`config.mk`:
```
export PLATFORM = sky130hd
export DESIGN_NAME = div_req_sequencer
export DESIGN_NICKNAME = d
export VERILOG_FILES = /design/src/rtl/div_pkg.sv /design/src/rtl/div_req_fifo.sv /design/src/rtl/div_req_sequencer.sv
export SDC_FILE = /design/constraint.sdc
export NUM_CORES = 1
export LEC_CHECK = 0
export ABC_CLOCK_PERIOD_IN_PS = 3600
export CAP_MARGIN = 20
export CORE_ASPECT_RATIO = 1.4
export CORE_MARGIN = 8
export CORE_UTILIZATION = 55
export CTS_BUF_LIST = sky130_fd_sc_hd__clkbuf_2 sky130_fd_sc_hd__clkbuf_4 sky130_fd_sc_hd__clkbuf_8
export CTS_CLUSTER_SIZE = 28
export DETAILED_ROUTE_END_ITERATION = 16
export HOLD_SLACK_MARGIN = 0.1
export PLACE_DENSITY = 0.82
export SLEW_MARGIN = 30
export SYNTH_ARGS = -nofsm -noshare
export SYNTH_HDL_FRONTEND = slang
export SYNTH_SLANG_ARGS = --single-unit
```
`constraint.sdc`:
```
create_clock -name clock -period 3.6 [get_ports clock]
set_clock_uncertainty 0.2 [all_clocks]
set_input_delay 0.72 -clock clock [delete_from_list [all_inputs] [get_ports clock]]
set_output_delay 0.72 -clock clock [all_outputs]
set_load 0.01 [all_outputs]
```
`src/rtl/div_pkg.sv`:
```
// Shared definitions for the divider request sequencer: default widths,
// FSM state encoding and result error codes.
package div_pkg;

    localparam int DEF_L_DIVN = 8;
    localparam int DEF_L_DIVR = 4;
    localparam int DEF_TAG_W  = 4;

    typedef enum logic [2:0] {
        S_IDLE      = 3'd0,
        S_ISSUE     = 3'd1,
        S_WAIT_BUSY = 3'd2,
        S_WAIT_DONE = 3'd3,
        S_RECOVER   = 3'd4,
        S_HOLD      = 3'd5
    } div_state_e;

    localparam logic [1:0] ERR_OK      = 2'b00;
    localparam logic [1:0] ERR_DIV0    = 2'b01;
    localparam logic [1:0] ERR_DIVERR  = 2'b10;
    localparam logic [1:0] ERR_TIMEOUT = 2'b11;

endpackage

```
`src/rtl/div_req_fifo.sv`:
```
// Small synchronous FIFO holding packed {dividend, divisor, tag} requests.
// A push is dropped when full, even if a pop happens in the same cycle.
module div_req_fifo #(
    parameter int W     = 16,
    parameter int DEPTH = 4
) (
    input  logic         clock,
    input  logic         reset,
    input  logic         push,
    input  logic         pop,
    input  logic [W-1:0] wdata,
    output logic [W-1:0] rdata,
    output logic         full,
    output logic         empty
);

    localparam int AW = $clog2(DEPTH);
    localparam logic [AW:0] COUNT_FULL = (AW + 1)'(DEPTH);

    logic [W-1:0]  mem [DEPTH];
    logic [AW-1:0] wr_ptr;
    logic [AW-1:0] rd_ptr;
    logic [AW:0]   count;
    logic          do_push;
    logic          do_pop;

    assign full    = (count == COUNT_FULL);
    assign empty   = (count == '0);
    assign do_push = push && !full;
    assign do_pop  = pop && !empty;
    assign rdata   = mem[rd_ptr];

    // Storage array; contents are don't-care while the slot is not counted.
    always_ff @(posedge clock) begin
        if (do_push) begin
            mem[wr_ptr] <= wdata;
        end
    end

    // Pointers wrap naturally because DEPTH is a power of two.
    always_ff @(posedge clock or posedge reset) begin
        if (reset) begin
            wr_ptr <= '0;
            rd_ptr <= '0;
            count  <= '0;
        end else begin
            if (do_push) begin
                wr_ptr <= wr_ptr + 1'b1;
            end
            if (do_pop) begin
                rd_ptr <= rd_ptr + 1'b1;
            end
            case ({do_push, do_pop})
                2'b10:   count <= count + 1'b1;
                2'b01:   count <= count - 1'b1;
                default: count <= count;
            endcase
        end
    end

endmodule

```
`src/rtl/div_req_sequencer.sv`:
```
// Control stage in front of the sequential divider. Requests are queued,
// trivial cases (zero divisor, zero dividend) are answered locally, and the
// rest are run one at a time on the divider with error/timeout recovery.
//
// Handshakes: a transfer happens on a rising clock edge where valid && ready
// are both high. Once raised, out_valid and its payload stay stable until
// the transfer; in_ready only depends on FIFO occupancy.
module div_req_sequencer
    import div_pkg::*;
#(
    parameter int L_DIVN     = DEF_L_DIVN,
    parameter int L_DIVR     = DEF_L_DIVR,
    parameter int TAG_W      = DEF_TAG_W,
    parameter int FIFO_DEPTH = 4,
    parameter int TIMEOUT    = 64,
    parameter int L_TO       = 7
) (
    input  logic              clock,
    input  logic              reset,
    input  logic              in_valid,
    output logic              in_ready,
    input  logic [L_DIVN-1:0] in_dividend,
    input  logic [L_DIVR-1:0] in_divisor,
    input  logic [TAG_W-1:0]  in_tag,
    output logic [L_DIVN-1:0] div_word1,
    output logic [L_DIVR-1:0] div_word2,
    output logic              div_start,
    output logic              div_reset,
    input  logic              div_ready,
    input  logic              div_error,
    input  logic [L_DIVN-1:0] div_quotient,
    input  logic [L_DIVN-1:0] div_remainder,
    output logic              out_valid,
    input  logic              out_ready,
    output logic [L_DIVN-1:0] out_quotient,
    output logic [L_DIVN-1:0] out_remainder,
    output logic [TAG_W-1:0]  out_tag,
    output logic [1:0]        out_err,
    output logic [2:0]        dbg_state
);

    localparam int FW = L_DIVN + L_DIVR + TAG_W;
    localparam logic [L_TO-1:0] TO_LAST = L_TO'(TIMEOUT - 1);

    div_state_e        state;
    logic [L_TO-1:0]   to_cnt;
    logic              rcv_cnt;
    logic              timed_out;

    logic [FW-1:0]     head;
    logic              fifo_full;
    logic              fifo_empty;
    logic              pop;
    logic [L_DIVN-1:0] head_dividend;
    logic [L_DIVR-1:0] head_divisor;
    logic [TAG_W-1:0]  head_tag;

    assign {head_dividend, head_divisor, head_tag} = head;

    assign in_ready  = !fifo_full;
    assign pop       = (state == S_IDLE) && !fifo_empty;
    assign timed_out = (to_cnt == TO_LAST);
    // Start is only ever a same-cycle echo of Ready while in ISSUE.
    assign div_start = (state == S_ISSUE) && div_ready;
    assign dbg_state = state;

    div_req_fifo #(
        .W     (FW),
        .DEPTH (FIFO_DEPTH)
    ) u_fifo (
        .clock (clock),
        .reset (reset),
        .push  (in_valid),
        .pop   (pop),
        .wdata ({in_dividend, in_divisor, in_tag}),
        .rdata (head),
        .full  (fifo_full),
        .empty (fifo_empty)
    );

    // Request FSM with timeout counter, divider reset pulse and result registers.
    always_ff @(posedge clock or posedge reset) begin
        if (reset) begin
            state         <= S_IDLE;
            to_cnt        <= '0;
            rcv_cnt       <= 1'b0;
            div_word1     <= '0;
            div_word2     <= '0;
            div_reset     <= 1'b1;
            out_valid     <= 1'b0;
            out_quotient  <= '0;
            out_remainder <= '0;
            out_tag       <= '0;
            out_err       <= ERR_OK;
        end else begin
            // Divider reset is a pulse; only RECOVER keeps it asserted.
            div_reset <= 1'b0;
            case (state)
                S_IDLE: begin
                    if (!fifo_empty) begin
                        div_word1     <= head_dividend;
                        div_word2     <= head_divisor;
                        out_tag       <= head_tag;
                        out_quotient  <= '0;
                        out_remainder <= '0;
                        to_cnt        <= '0;
                        if (head_divisor == '0) begin
                            out_err   <= ERR_DIV0;
                            out_valid <= 1'b1;
                            state     <= S_HOLD;
                        end else if (head_dividend == '0) begin
                            out_err   <= ERR_OK;
                            out_valid <= 1'b1;
                            state     <= S_HOLD;
                        end else begin
                            out_err <= ERR_OK;
                            state   <= S_ISSUE;
                        end
                    end
                end

                S_ISSUE: begin
                    to_cnt <= to_cnt + 1'b1;
                    if (div_ready) begin
                        state <= S_WAIT_BUSY;
                    end else if (timed_out) begin
                        out_err   <= ERR_TIMEOUT;
                        div_reset <= 1'b1;
                        rcv_cnt   <= 1'b0;
                        state     <= S_RECOVER;
                    end
                end

                S_WAIT_BUSY: begin
                    to_cnt <= to_cnt + 1'b1;
                    if (div_error) begin
                        out_err   <= ERR_DIVERR;
                        div_reset <= 1'b1;
                        rcv_cnt   <= 1'b0;
                        state     <= S_RECOVER;
                    end else if (!div_ready) begin
                        state <= S_WAIT_DONE;
                    end else if (timed_out) begin
                        out_err   <= ERR_TIMEOUT;
                        div_reset <= 1'b1;
                        rcv_cnt   <= 1'b0;
                        state     <= S_RECOVER;
                    end
                end

                S_WAIT_DONE: begin
                    to_cnt <= to_cnt + 1'b1;
                    if (div_error) begin
                        out_err   <= ERR_DIVERR;
                        div_reset <= 1'b1;
                        rcv_cnt   <= 1'b0;
                        state     <= S_RECOVER;
                    end else if (div_ready) begin
                        out_quotient  <= div_quotient;
                        out_remainder <= div_remainder;
                        out_err       <= ERR_OK;
                        out_valid     <= 1'b1;
                        state         <= S_HOLD;
                    end else if (timed_out) begin
                        out_err   <= ERR_TIMEOUT;
                        div_reset <= 1'b1;
                        rcv_cnt   <= 1'b0;
                        state     <= S_RECOVER;
                    end
                end

                S_RECOVER: begin
                    // Two cycles of divider reset, then report the failure.
                    if (rcv_cnt) begin
                        div_reset <= 1'b0;
                        out_valid <= 1'b1;
                        state     <= S_HOLD;
                    end else begin
                        div_reset <= 1'b1;
                        rcv_cnt   <= 1'b1;
                    end
                end

                S_HOLD: begin
                    if (out_ready) begin
                        out_valid <= 1'b0;
                        state     <= S_IDLE;
                    end
                end

                default: begin
                    out_valid <= 1'b0;
                    state     <= S_IDLE;
                end
            endcase
        end
    end

endmodule

```
* After elaboration in Yosys (flattened, before gate mapping)
Memories as Yosys holds them, arrays and structs flattened.
Index checks and enable logic that the tools add are counted.
** Operators by class
- Add/sub/neg operators :: 5
- Reduce and logical (&&, ||, !) cells :: 24
- Multiplexer cells :: 54
- Equal/unequal tests :: 17
- Bitwise operators :: 2
** Operators with widths (number)
- two-way mux 8 bit :: 5
- two-way mux 3 bit :: 11
- case mux 8 bit (2 select lines) :: 2
- two-way mux 1 bit :: 21
- case mux 3 bit (6 select lines) :: 1
- two-way mux 2 bit :: 7
- case mux 7 bit (2 select lines) :: 1
- inequality test 2 bit (second input constant) :: 6
- equality test 3 bit (second input constant) :: 3
- logical NOT 8 bit :: 1
- case mux 1 bit (4 select lines) :: 2
- case mux 2 bit (4 select lines) :: 1
- AND reduction 4 bit :: 2
- nonzero test 4 bit :: 2
- adder 7 x 1 -> 7 bit (second input constant) :: 1
- equality test 7 x 6 -> 1 bit (second input constant) :: 1
- two-way mux 7 bit :: 1
- AND reduction 7 bit :: 1
- equality test 3 x 2 -> 1 bit (second input constant) :: 2
- logical NOT 3 bit :: 2
- case mux 3 bit (2 select lines) :: 1
- AND reduction 2 bit :: 3
- nonzero test 2 bit :: 3
- case mux 1 bit (5 select lines) :: 1
- 15 further kinds :: 21
** Word-level totals
- Output and inout port bits :: 41
- RAM bits :: 64
- Memories kept :: 1
- Flip-flop bits (word level) :: 54
- Input port bits :: 38
** Memories
- u_fifo.mem :: words 4, width 16, read ports 1, clocked after memory_dff 0, write ports 1, RTL line div_req_fifo.sv:20 : logic [W-1:0] mem [DEPTH];

* Depth between registers and ports, before layout
Gate-level depths: netlist (run 1).
- Depth after elaboration :: 6
- Mapped depth :: 11

* Modules after synthesis
Synthesis (run 1) repeated with hierarchy kept, for this count alone.
** Unflattened totals
- Cells, all modules :: 376
- Area total of the unflattened synthesis :: 5019.8 sq um
** Modules (own cells, without submodules)
- div_req_fifo :: area an instance 2778.9 sq um, instances 1, seq. area each 2097.0 sq um, cells each 122
- div_req_sequencer :: area an instance 2240.9 sq um, instances 1, seq. area each 1177.4 sq um, cells each 254

* Least setup slack after synthesis (run 1)
No wires, ideal clock.
- Path kind :: reg-to-reg
- Start point :: register state[1], in the netlist dbg_state[1]
- End point :: register u_fifo.count[2]
- Library setup time :: 79 ps
- Arrival time :: 2791 ps
- Period minus slack after synthesis :: 3070 ps
- Cell stages (with the launch flop) :: 12
- Path slack :: 530 ps
- Path buffers :: 3
- Required time :: 3321 ps
- Cells stage by stage :: dfrtp_1 > clkbuf_1 > or4_1 > inv_2 > clkbuf_1 > buf_1 > ha_1 > inv_1 > fa_1 > xor2_1 > nor2_1 > xor2_1
** On the way
- Longest elaborated chain between the ends :: 5
- Elaborated cells between the ends (all ways) :: 7
- Classes of those cells :: eq/ne (2); mux (1); reduce/logical (4)
** RTL lines
- start: declaration :: RTL line div_req_sequencer.sv:45 : div_state_e state;
- start signal: assignment :: RTL line div_req_sequencer.sv:84 : state <= S_IDLE;
- start signal: assignment :: RTL line div_req_sequencer.sv:110 : state <= S_HOLD;
- start signal: assignment :: RTL line div_req_sequencer.sv:114 : state <= S_HOLD;
- logical NOT 3 bit * :: RTL line div_req_sequencer.sv:61 : assign pop = (state == S_IDLE) && !fifo_empty;
- logical AND 1 bit * :: RTL line div_req_sequencer.sv:61
- net pop :: RTL line div_req_sequencer.sv:53 : logic pop;
- logical AND 1 bit * :: RTL line div_req_fifo.sv:30 : assign do_pop = pop && !empty;
- equality test 2 x 1 -> 1 bit / equality test 2 bit (equally long branches) :: RTL line div_req_fifo.sv:53 : case ({do_push, do_pop})
- case mux 3 bit (2 select lines) / nonzero test 2 bit (equally long branches)
- end signal: assignment :: RTL line div_req_fifo.sv:54 : 2'b10: count <= count + 1'b1;
- end signal: assignment :: RTL line div_req_fifo.sv:55 : 2'b01: count <= count - 1'b1;
- end signal: assignment :: RTL line div_req_fifo.sv:56 : default: count <= count;
- end: declaration :: RTL line div_req_fifo.sv:23 : logic [AW:0] count;
The timed path passes the listed nets; every way through them passes the cells marked *.
A chain may end at the register's enable or synchronous reset.

* Worst setup path after layout (run 1)
- Start point :: input div_ready
- End point :: output div_start
** On the way
- Longest elaborated chain between the ends :: 1
** RTL lines
- start: declaration :: RTL line div_req_sequencer.sv:29 : input logic div_ready,
- logical AND 1 bit :: RTL line div_req_sequencer.sv:64 : assign div_start = (state == S_ISSUE) && div_ready;
- end: declaration :: RTL line div_req_sequencer.sv:27 : output logic div_start,
No other way between the ends.

==> out/summary.md, run 1 <==
The run finished with clean final reports. In this run the power density over the cells is 862 nW/um2. Summing over every cut layer, the via total after detailed routing is 3095. STA classifies the critical path endpoint as an output port. The clock passes through at most 2 buffers. For the area of the placeable core, the log shows 8610 um2. The top cell type's share of synthesized area was 0.393. After routing the design area is 6280 um2. Summed over all layers, the global routing overflow is 0. The run gives 0.391 as the register share of total power. By area, the combinational part of the netlist is dominated by simple AND/OR/NAND/NOR gates. In the layout the commonest cells are 78 x clkdlybuf4s50_1, 64 x edfxtp_1, 54 x nand2_1. The tools report the relative max-transition margin as 0.419. TritonCTS built the clock tree.

The initial core utilization was 0.568; the peak per-stage delay on the critical path was 620 ps. The simple-gate area share of the yosys netlist works out to 0.106. 79 I/O pins were placed. Total wire length: 10200 um. Number of failing setup endpoints in the final timing report: 0.

For the pin with the worst max-slew slack, the measured transition is 871 ps. The flip-flop cell with the highest count after synthesis is edfxtp_1. The pre-antenna-repair detailed-routing pass consisted of 4 iterations. Share of layout cells above drive strength 1: 0.155. The clock share of power came out at 0.246. The maximum fanout count along the critical path is 9, and the post-route setup TNS is 0 ps. Setup repair after global routing left no endpoint under its margin. Overall power consumption after layout is estimated at 5.41 mW. The die is 128 um tall.

The sum of buffers and inverters on the critical path is 2. edfxtp_1 takes more of the synthesized area than any other cell. At the end of the flow, the number of nets in the layout was 473. The post-synthesis share of cell area spent on xor and xnor gates is 0.0125, and the H-tree level count is 4.

Leading cell type in the layout, fill and taps excluded: clkdlybuf4s50_1. The later pin in the worst-skew pair is clocked with a latency of 410 ps. The repair_antennas step left the layout with diodes totalling 0. The number of nets still failing antenna checks after routing came out at 0. The tools report the worst hold slack as 285 ps. For the net count after synthesis, the log shows 381.

Fraction of the mapped netlist area in compound gates: 0.0867. In this design, the critical path's most frequently occurring cell is clkdlybuf4s50_1. The logs give 336 for the cell count after synthesis and 0 for the final number of max-transition violations.

The post-synthesis share of cell area spent on full adders, half adders and majority gates was 0.0194; the post-synth design cell area was 4890 um2. The number of violations reported at the end of detailed-routing iteration 0 is 161, and the die outline width is 95.7 um. The routability-driven placement congestion ratio was 0.877; the proportion of power drawn by combinational gates was 0.362. The number of warnings reported in the yosys synthesis log is 0.

The maximum achievable frequency was 310 MHz. Data arrives at the worst endpoint at 2310 ps. The count of flip-flops with a built-in enable after synthesis works out to 64. The count of final hold-check violations was 0; the fraction of power spent switching nets was 0.326. The fraction of registers with async set or reset after synthesis is 0.458, and the sum of net half-perimeters after detailed placement is 7010 um.

The number of different library cells in the post-synthesis netlist was 52; the global-route wire length before repair was 16400 um. The type of the tightest min-delay check was reg2reg. The placed instance area came out at 5830 um2. Across all register-to-register paths, the minimum setup slack is 700 ps. After detailed routing, the average wire length per cell comes to 18.7 um. Traced cell by cell, the critical path runs through clkdlybuf4s50_1 -> and2_1 -> nand2b_1 -> nor2_1 -> clkdlybuf4s50_1. The clock buffer count from CTS was 17.

Clock tree synthesis found a total of 118 sinks. The number of I/O port buffers was 78. Maximum number of pins on one net before global-route repair: 29.

The number of global-route vias before repair was 3242. On the critical path, the stage with the largest delay is an instance of clkdlybuf4s50_1. For the peak supply drop, the log shows 0.557 mV. The aggregate global-route resource usage is 0.178, and the final critical delay including setup and external delays is 3230 ps.

The category of cells accounting for the largest share of critical-path delay was buffers and inverters. The final period utilization came out at 0.896. The number of setup buffers added after CTS is 0. The analysis attributes to net switching a power of 1.77 mW. Sequential fraction of the synthesis area: 0.669. Clock-pin slew was measured on the worst setup and hold paths at 70 ps.

The tools report the master cell of the clock root buffer as clkbuf_8. The initialized floorplan defines 40 standard-cell rows. The floorplan step defined a die boundary enclosing 12200 um2. The run gives 0 as the number of buffers inserted for hold repair after clock tree synthesis. Ranked by total cell area, the synthesized netlist is headed by edfxtp_1 39%, dfrtp_1 27%, mux4_2 6.4%. For the worst setup path, the data required time is 2680 ps. Number of synthesized register bits: 118.

After synthesis, the mean cell area works out to 14.6 um2. Gates resized during post-CTS repair numbered 0. The growth of design area from synthesis to finish was 28.3%. The number of antenna violations at the first check in global routing was 0. The setup path with the least slack is of type in2out. Across the run, the number of max-cap violations was 0. The post-synthesis mux area share came out at 0.0836. In this run the static leakage power is 2.50 nW. The via density per instance works out to 5.68.

The launching element type of the critical path was a primary input. The internal portion of the total power is 3.64 mW. The number of DRC violations after detailed routing came out at 0.

The tools report the final core utilization as 0.729.
==> synthesized netlist by cell type (all sizes together), types with 6 or more instances <==
library cell and count:
o21ai 11, ha 6, nand3 7, nor3 7, and3 6, nor2 10, a21oi 8, inv 9
dfrtp 53, clkbuf 14, mux4 16, nand2 54, edfxtp 64, a22o 18
==> power groups by stage <==
stage                     clock network (mW)  registers (mW)  logic, mW
after floorplan                            0            2.11       1.20
after global placement                     0            2.12       1.90
after detailed placement                   0            2.14       1.97
after CTS                               1.36            2.12       1.98
after global routing                    1.42            2.17       2.13
final                                   1.33            2.12       1.96
==> cell type report <==
type | instances | area (um2)
well taps | 105 | 131
multi-input cells | 192 | 1520
repair buffers | 90 | 871
inverters | 9 | 33.8
flip-flops and latches | 118 | 3270
clock inverters | 13 | 206
clock buffers | 18 | 241
fillers | 557 | 2330
==> logic make-up (layout without fill, tap and decap cells) <==
| kind of cell | count (synthesis) | count (layout) |
|---|---|---|
| muxes | 20 | 20 |
| xor gates and xnor gates | 7 | 7 |
| adders and majority gates | 7 | 7 |
| AOI/OAI and AO/OA | 53 | 53 |
| DFF | 118 | 118 |
| and+or+nand+nor | 105 | 105 |
| buffers and inverters | 26 | 130 |
==> routing by layer <==
layer | routed length (um) | up-vias | global-route usage
li1 | - | 1443 | -
met1 | 3960 | 1518 | 0.201
met2 | 5350 | 111 | 0.291
met3 | 599 | 23 | 0.0533
met4 | 286 | 0 | 0.0990
met5 | 0 | - | 0
==> through the flow <==
stage	setup slack, ps	instances
final	374	545
after global routing	280	545
after global placement	431	514
after CTS	386	545
after detailed placement	391	514
after floorplan	530	336
==> worst paths after layout <==
path | start | to | depth (start not counted)
worst max-delay path | div_ready | div_start | 5
worst min register to register | to_cnt[6]$_DFFE_PP0P_ | to_cnt[6]$_DFFE_PP0P_ | 1
worst max register to register | dbg_state[0]$_DFFE_PP0P_ | u_fifo.count[2]$_DFFE_PP0P_ | 9
worst min-delay path | to_cnt[6]$_DFFE_PP0P_ | to_cnt[6]$_DFFE_PP0P_ | 1
min in group asynchronous | reset | u_fifo.wr_ptr[0]$_DFFE_PP0P_ | 2
max in group asynchronous | reset | dbg_state[2]$_DFFE_PP0P_ | 3
==> registers in the layout, indices dropped and copies added (netlist names) <==
| register | cells |
|---|---|
| u_fifo.count | 3 |
| out_valid | 1 |
| rcv_cnt | 1 |
| div_reset | 1 |
| out_err | 2 |
| dbg_state | 3 |
| out_tag | 4 |
| u_fifo.mem | 64 |
| u_fifo.wr_ptr | 2 |
| out_remainder | 8 |
| to_cnt | 7 |
| out_quotient | 8 |
| div_word2 | 4 |
| div_word1 | 8 |
| u_fifo.rd_ptr | 2 |
(Power assumes the default switching activity.)
==> run 2, diff against run 1 <==
--- a/config.mk
+++ b/config.mk
@@ -5,7 +5,7 @@
 export SDC_FILE = /design/constraint.sdc
 export NUM_CORES = 1
 export LEC_CHECK = 0
-export ABC_CLOCK_PERIOD_IN_PS = 3600
+export ABC_CLOCK_PERIOD_IN_PS = 3080
 export CAP_MARGIN = 20
 export CORE_ASPECT_RATIO = 1.4
 export CORE_MARGIN = 8
@@ -14,7 +14,7 @@
 export CTS_CLUSTER_SIZE = 28
 export DETAILED_ROUTE_END_ITERATION = 16
 export HOLD_SLACK_MARGIN = 0.1
-export PLACE_DENSITY = 0.82
+export PLACE_DENSITY = 0.88
 export SLEW_MARGIN = 30
 export SYNTH_ARGS = -nofsm -noshare
 export SYNTH_HDL_FRONTEND = slang
==> constraint.sdc (replaced) <==
create_clock -name clock -period 3.08 [get_ports clock]
set_clock_uncertainty 0.2 [all_clocks]
set_input_delay 0.616 -clock clock [delete_from_list [all_inputs] [get_ports clock]]
set_output_delay 0.616 -clock clock [all_outputs]
set_load 0.01 [all_outputs]
==> run 2 against run 1 <==
Net effect: critical path type unchanged; die area unchanged; power up 17%; flip-flop and latch count unchanged; critical endpoint unchanged; combinational power up 24%; first-iteration DRC count up 21%.
==> out/summary.md, run 2 (synthesis results as in run 1) <==
The flow ran to the end, and the final reports show no timing, DRC or antenna violations. Post-CTS setup buffer count: 0 (unchanged). Setup repair after global routing left no endpoint under its margin.

Number of nets still failing antenna checks after routing: 0 (unchanged). The count of maximum capacitance violations is 0 (unchanged). The floorplan row count was 40 (unchanged). The run gives 4 (unchanged) as the H-tree level count. The relative max-transition margin is 0.584 (+0.164), and the number of inserted filler cells in the final layout is 542 (-2.7%). The number of antenna violations at the first check in global routing was 0 (unchanged); the number of global-route vias before repair was 3460 (+6.7%). The required time of the worst setup path was 2260 ps (-420 ps). The number of cells on the worst hold path came out at 1 (unchanged). The top cell types in the final layout, fill and taps aside, are 78 x clkdlybuf4s50_1, 64 x edfxtp_1, 54 x nand2_1.

The number of buffers inserted for hold repair after clock tree synthesis is 0 (unchanged). The number of I/O port buffers came out at 78 (unchanged). The master cell of the clock root buffer was clkbuf_8. The capture endpoint of the worst hold path was to_cnt[6]$_DFFE_PP0P_.

The final net count was 478 (+1.1%). For the number of buffers on the longest clock path, the log shows 2 (unchanged). In this run the worst hold path is classified as reg2reg. The number of flip-flops under the largest register name came out at 64 (unchanged).

The slack of the worst reg-to-reg path is 410 ps (-290 ps), and the iteration count of the initial detailed-routing pass is 4 (unchanged). Leading cell type in the layout, fill and taps excluded: clkdlybuf4s50_1. The sum of net half-perimeters after detailed placement came out at 7660 um (+9.3%).

The vertical die dimension works out to 128 um (unchanged). The worst hold path begins at to_cnt[6]$_DFFE_PP0P_. The slew at the pin with the worst max-slew slack works out to 624 ps (-247 ps). The clock-pin transition on the worst setup and hold timing paths came out at 70 ps (about the same). The run gives 0 (unchanged) as the count of final hold-check violations. The final period utilization is 0.911, and the total wire length is 11100 um (+8.9%). STA classifies the critical path startpoint as a primary input. The run gives 25 (-14%) as the maximum number of pins on one net before global-route repair. The worst reg-to-reg path cell count was 10 (+1); the aggregate global-route resource usage was 0.195 (+0.0168). The die outline width is 95.7 um (unchanged), and the maximum achievable frequency is 356 MHz. Global-route wire length before repair: 17800 um (+8.7%).

The post-route setup TNS was 0 ps (unchanged). The via density per instance is 5.84 (+2.9%), and the number of failing setup endpoints in the final timing report is 0 (unchanged). The leakage power is 2.51 nW (+0.46%). The clock latency reported for the late side of the worst-skew pair is 430 ps (+20 ps), and the total congestion overflow after global routing is 0 (unchanged).

The type of the worst setup path is in2out. The power per standard cell area came out at 1010 nW/um2 (+17%). TritonCTS built the clock tree. For the clock buffer count from CTS, the log shows 17 (unchanged). In this run the critical register-to-register path is captured at u_fifo.count[2]$_DFFE_PP0P_. The run gives 118 (unchanged) as the total number of clock tree sinks. For the detailed-route via count, the log shows 3219 (+4.0%).

For the initial core utilization, the log shows 0.568 (unchanged). Counting flops per register, the top entry is u_fifo.mem. For the quantity of gates resized following cts, the log shows 0 (unchanged). The tools report the post-place setup slack as 270 ps (-121 ps).

The final critical delay including setup and external delays works out to 2810 ps. The worst setup path is captured at an output port. The die area is 12200 um2 (unchanged), and the number of inserted diodes is 0 (unchanged). For the routability-driven placement congestion ratio, the log shows 0.840 (-4.2%). For the number of primary I/O pins, the log shows 79 (unchanged).

The data arrival at the endpoint of the critical path was 1990 ps (-320 ps); the final number of max-transition violations was 0 (unchanged). The share of layout cells above drive strength 1 was 0.168 (+0.0136); the average detailed-routed wire length per instance was 20.2 um (+7.7%). The logs give 8610 um2 (unchanged) for the area of the placeable core and 195 (+21%) for the number of violations reported at the end of detailed-routing iteration 0. The tools report the startpoint of the most critical register-to-register path as u_fifo.count[0]$_DFFE_PP0P_. The growth of design area from synthesis to finish is 28.3% (about the same), and the peak supply drop is 0.583 mV (+4.7%). The maximum fanout count along the critical path is 3 (-6), and the number of DRC violations after detailed routing is 0 (unchanged). The tools report the worst setup slack after layout as 273 ps (-101 ps).
run 2: cell types whose count changed in the layout (fill, tap and decap cells not counted), moves of 2 or more:
cell,previous run,this run
inv_6,0,2
buf_4,12,17
clkinv_2,0,2
bufinv_16,5,3
run 2: layer usage:
| layer | track usage | routed length (um) | vias to the layer above |
|---|---|---|---|
| met5 | 0 | 0 | - |
| met4 | 0.0727 | 104 | 0 |
| met3 | 0.0592 | 714 | 10 |
| met2 | 0.340 | 6210 | 116 |
| met1 | 0.215 | 4080 | 1645 |
| li1 | - | - | 1448 |
run 2: final cells by class:
type	count	area [um2]	share of cell area
flip-flops and latches	118	3270	0.522
multi-input cells	192	1520	0.242
repair buffers	95	908	0.145
clock buffers	17	234	0.0373
clock inverters	15	179	0.0285
well taps	105	131	0.0209
inverters	9	33.8	0.00538
run 2: worst max-delay path by stage:
stage	from	end	slack [ps]	cells after the start
floorplan	dbg_state[1]$_DFFE_PP0P_	u_fifo.count[2]$_DFFE_PP0P_	10	11
global placement	div_ready	div_start	310	5
detailed placement	div_ready	div_start	270	5
CTS	div_ready	div_start	260	5
global route	div_ready	div_start	140	5
finish	div_ready	div_start	270	5
run 2: where the power goes:
group          internal, mW  total (mW)  switching, mW
combinational          1.17        2.44           1.27
sequential             2.16        2.44          0.283
clock                 0.802        1.43          0.633
run 2: metrics by stage:
stage | hold slack [ps] | instance area, um2 | utilization | instances | total power [mW]
floorplan | 250 | 4890 | - | 336 | 3.87
detailed placement | 270 | 5860 | 0.681 | 519 | 4.87
global placement | 262 | 5860 | 0.681 | 519 | 4.72
CTS | 285 | 6280 | 0.729 | 551 | 6.35
global route | 301 | 6280 | 0.729 | 551 | 6.65
finish | 281 | 6280 | 0.729 | 551 | 6.31
run 2: worst max-delay path: stages:
cell and delay (ps):
clkdlybuf4s50_1 470, and2_1 180, nand2b_1 100, nor2_1 90
clkdlybuf4s50_1 540
==> run 3, diff against run 2 <==
--- a/config.mk
+++ b/config.mk
@@ -9,12 +9,12 @@
 export CAP_MARGIN = 20
 export CORE_ASPECT_RATIO = 1.4
 export CORE_MARGIN = 8
-export CORE_UTILIZATION = 55
+export CORE_UTILIZATION = 25
 export CTS_BUF_LIST = sky130_fd_sc_hd__clkbuf_2 sky130_fd_sc_hd__clkbuf_4 sky130_fd_sc_hd__clkbuf_8
-export CTS_CLUSTER_SIZE = 28
+export CTS_CLUSTER_SIZE = 24
 export DETAILED_ROUTE_END_ITERATION = 16
 export HOLD_SLACK_MARGIN = 0.1
-export PLACE_DENSITY = 0.88
+export PLACE_DENSITY = 0.49
 export SLEW_MARGIN = 30
 export SYNTH_ARGS = -nofsm -noshare
 export SYNTH_HDL_FRONTEND = slang
==> run 3 against run 2 <==
Net effect: via count is 4.1% lower; clock power rose by 3%; sequential share of layout area is 1.5 points lower; clock-buffer cell count grew 1.
==> out/summary.md, run 3 (synthesis results as in run 1) <==
The vertical die dimension was 182 um (+42%). The number of flip-flops under the largest register name is 64 (unchanged), and the final period utilization is 0.910 (about the same). The maximum fanout count along the critical path is 3 (unchanged), and the total wire length is 11300 um (+2.0%). The tools report the leakage power as 2.51 nW (+0.11%). The relative max-transition margin came out at 0.556 (-0.0274). The power per standard cell area came out at 968 nW/um2 (-3.7%).

The post-route total power was 6.26 mW (-0.82%); the clock-pin transition on the worst setup and hold timing paths was 70 ps (about the same). The logs give 693 (+26%) for the number of cells in the finished layout apart from fillers and 661 (+27%) for the total placed cells including tap cells. Maximum number of pins on one net before global-route repair: 28 (+12%). Traced cell by cell, the critical path runs through clkdlybuf4s50_1 -> and2_1 -> nand2b_1 -> nor2_1 -> clkdlybuf4s50_1.

The critical path is of the in2out type. STA classifies the critical path endpoint as an output port. Global-route wire length before repair: 18300 um (+2.4%). For the total number of clock tree sinks, the log shows 118 (unchanged). The data arrival at the endpoint of the critical path was 1990 ps (about the same).

The average detailed-routed wire length per instance was 16.4 um (-19%). Slowest stage cell on the critical path: clkdlybuf4s50_1. The run gives 0 (unchanged) as the number of nets still failing antenna checks after routing. The run finished with clean final reports. The worst setup path is launched from a primary input. Post-CTS setup buffer count: 0 (unchanged). The number of inserted diodes was 0 (unchanged); the initial core utilization was 0.255 (-0.314). In the layout the commonest cells are 78 x clkdlybuf4s50_1, 64 x edfxtp_1, 54 x nand2_1.

The number of buffers inserted for hold repair after clock tree synthesis is 0 (unchanged). The post-route setup TNS was 0 ps (unchanged); the slew at the pin with the worst max-slew slack was 661 ps (+36.6 ps). Dominant cell type by count on the critical path: clkdlybuf4s50_1. The share of layout cells above drive strength 1 came out at 0.169 (+0.000378).

Number of buffers on the longest clock path: 2 (unchanged). The floorplan row count was 60 (+50%). The count of final hold-check violations is 0 (unchanged). The peak supply drop is 0.346 mV (-41%), and the final net count is 477 (-0.21%).

The growth of design area from synthesis to finish is 32.1%, and the area of the placeable core is 19200 um2 (+120%). The run gives 4 (unchanged) as the H-tree level count. The leading cell type in the layout, fill and taps excluded was clkdlybuf4s50_1. The number of failing setup endpoints in the final timing report was 0 (unchanged); the area occupied by registers was 3270 um2 (unchanged).

The final core utilization came out at 0.336 (-0.393). The number of global-route vias before repair was 3262 (-5.7%). The peak per-stage delay on the critical path is 540 ps (about the same), and the multi-input combinational cell area is 1520 um2 (unchanged). The clock buffer count from CTS was 17 (unchanged).

The sum of buffers and inverters on the critical path was 2 (unchanged). The logs give 1905 (+250%) for the number of inserted filler cells in the final layout and 167 (-14%) for the number of violations reported at the end of detailed-routing iteration 0. The run gives 24400 um2 (+100%) as the die area.

The run gives 276 ps (-4.78 ps) as the worst hold slack. Broken down by cell family, the worst path's largest delay share belongs to buffers and inverters. The tools report the clock latency reported for the late side of the worst-skew pair as 420 ps (about the same).

In this run the worst hold path is classified as reg2reg. Setup repair after global routing left no endpoint under its margin. The number of I/O port buffers is 78 (unchanged). The via density per instance was 4.46 (-24%); the count of maximum capacitance violations was 0 (unchanged). The sum of net half-perimeters after detailed placement was 8050 um (+5.0%); the number of DRC violations after detailed routing was 0 (unchanged). The final number of max-transition violations is 0 (unchanged).

The die outline width is 134 um (+40%), and the required time of the worst setup path is 2260 ps (about the same). Routability-driven placement congestion ratio: 0.746 (-11%). The run gives 5 (+1) as the iteration count of the initial detailed-routing pass.

The largest register by flop count was u_fifo.mem. The number of primary I/O pins is 79 (unchanged). For the detailed-route via count, the log shows 3088 (-4.1%). The final critical delay including setup and external delays came out at 2800 ps (-2.43 ps). The tools report the maximum achievable frequency as 357 MHz (about the same). The total congestion overflow after global routing is 0 (unchanged), and the quantity of gates resized following cts is 0 (unchanged). Aggregate global-route resource usage: 0.0965 (-0.0988).

TritonCTS built the clock tree. Number of antenna violations at the first check in global routing: 0 (unchanged). Clock tree synthesis selected as its root buffer the cell clkbuf_8.
run 3: cell types whose count changed in the layout (fill, tap and decap cells not counted), sizes merged:
cell and delta:
inv +2, clkbuf +1, clkinv -3, buf -1
run 3: through the flow:
stage / setup slack (ps) / instance area, um2
after global placement: 285 / 6050
after CTS: 246 / 6460
after floorplan: 10.3 / 4890
after detailed placement: 261 / 6050
after global routing: 203 / 6470
final: 276 / 6470
run 3: final cells by class:
| cell class | count | share of cell area |
|---|---|---|
| repair buffers | 94 | 0.141 |
| inverters | 9 | 0.00522 |
| clock inverters | 14 | 0.0271 |
| multi-input cells | 192 | 0.235 |
| flip-flops and latches | 118 | 0.506 |
| clock buffers | 18 | 0.0373 |
| well taps | 248 | 0.0480 |
run 3: power breakdown:
group / total, mW / switching (mW) / internal (mW) / leakage (nW)
sequential: 2.40 / 0.247 / 2.15 / 1.28
clock: 1.47 / 0.650 / 0.818 / 0.204
combinational: 2.39 / 1.24 / 1.15 / 1.03
run 3: worst min-delay path, stage by stage (launching register included):
cell	delay, ps
dfrtp_1	340
nand2_1	50
nand2_1	50
run 3: layer usage:
layer | part of all wire | wire length [um] | global-route usage
met4 | 0.020 | 224 | 0.0433
met2 | 0.48 | 5460 | 0.155
met1 | 0.43 | 4900 | 0.112
met3 | 0.067 | 760 | 0.0351
met5 | 0 | 0 | 0
run 3: final timing paths:
kind	from	endpoint	slack (ps)	cells after the start
min	div_word1[1]$_DFFE_PP0P_	div_word1[1]$_DFFE_PP0P_	280	2
min reg2reg	div_word1[1]$_DFFE_PP0P_	div_word1[1]$_DFFE_PP0P_	280	2
max in group asynchronous	reset	div_word1[3]$_DFFE_PP0P_	1730	3
min in group asynchronous	reset	out_err[1]$_DFFE_PP0P_	380	2
max	div_ready	div_start	280	5
max reg2reg	u_fifo.count[0]$_DFFE_PP0P_	u_fifo.count[2]$_DFFE_PP0P_	330	9
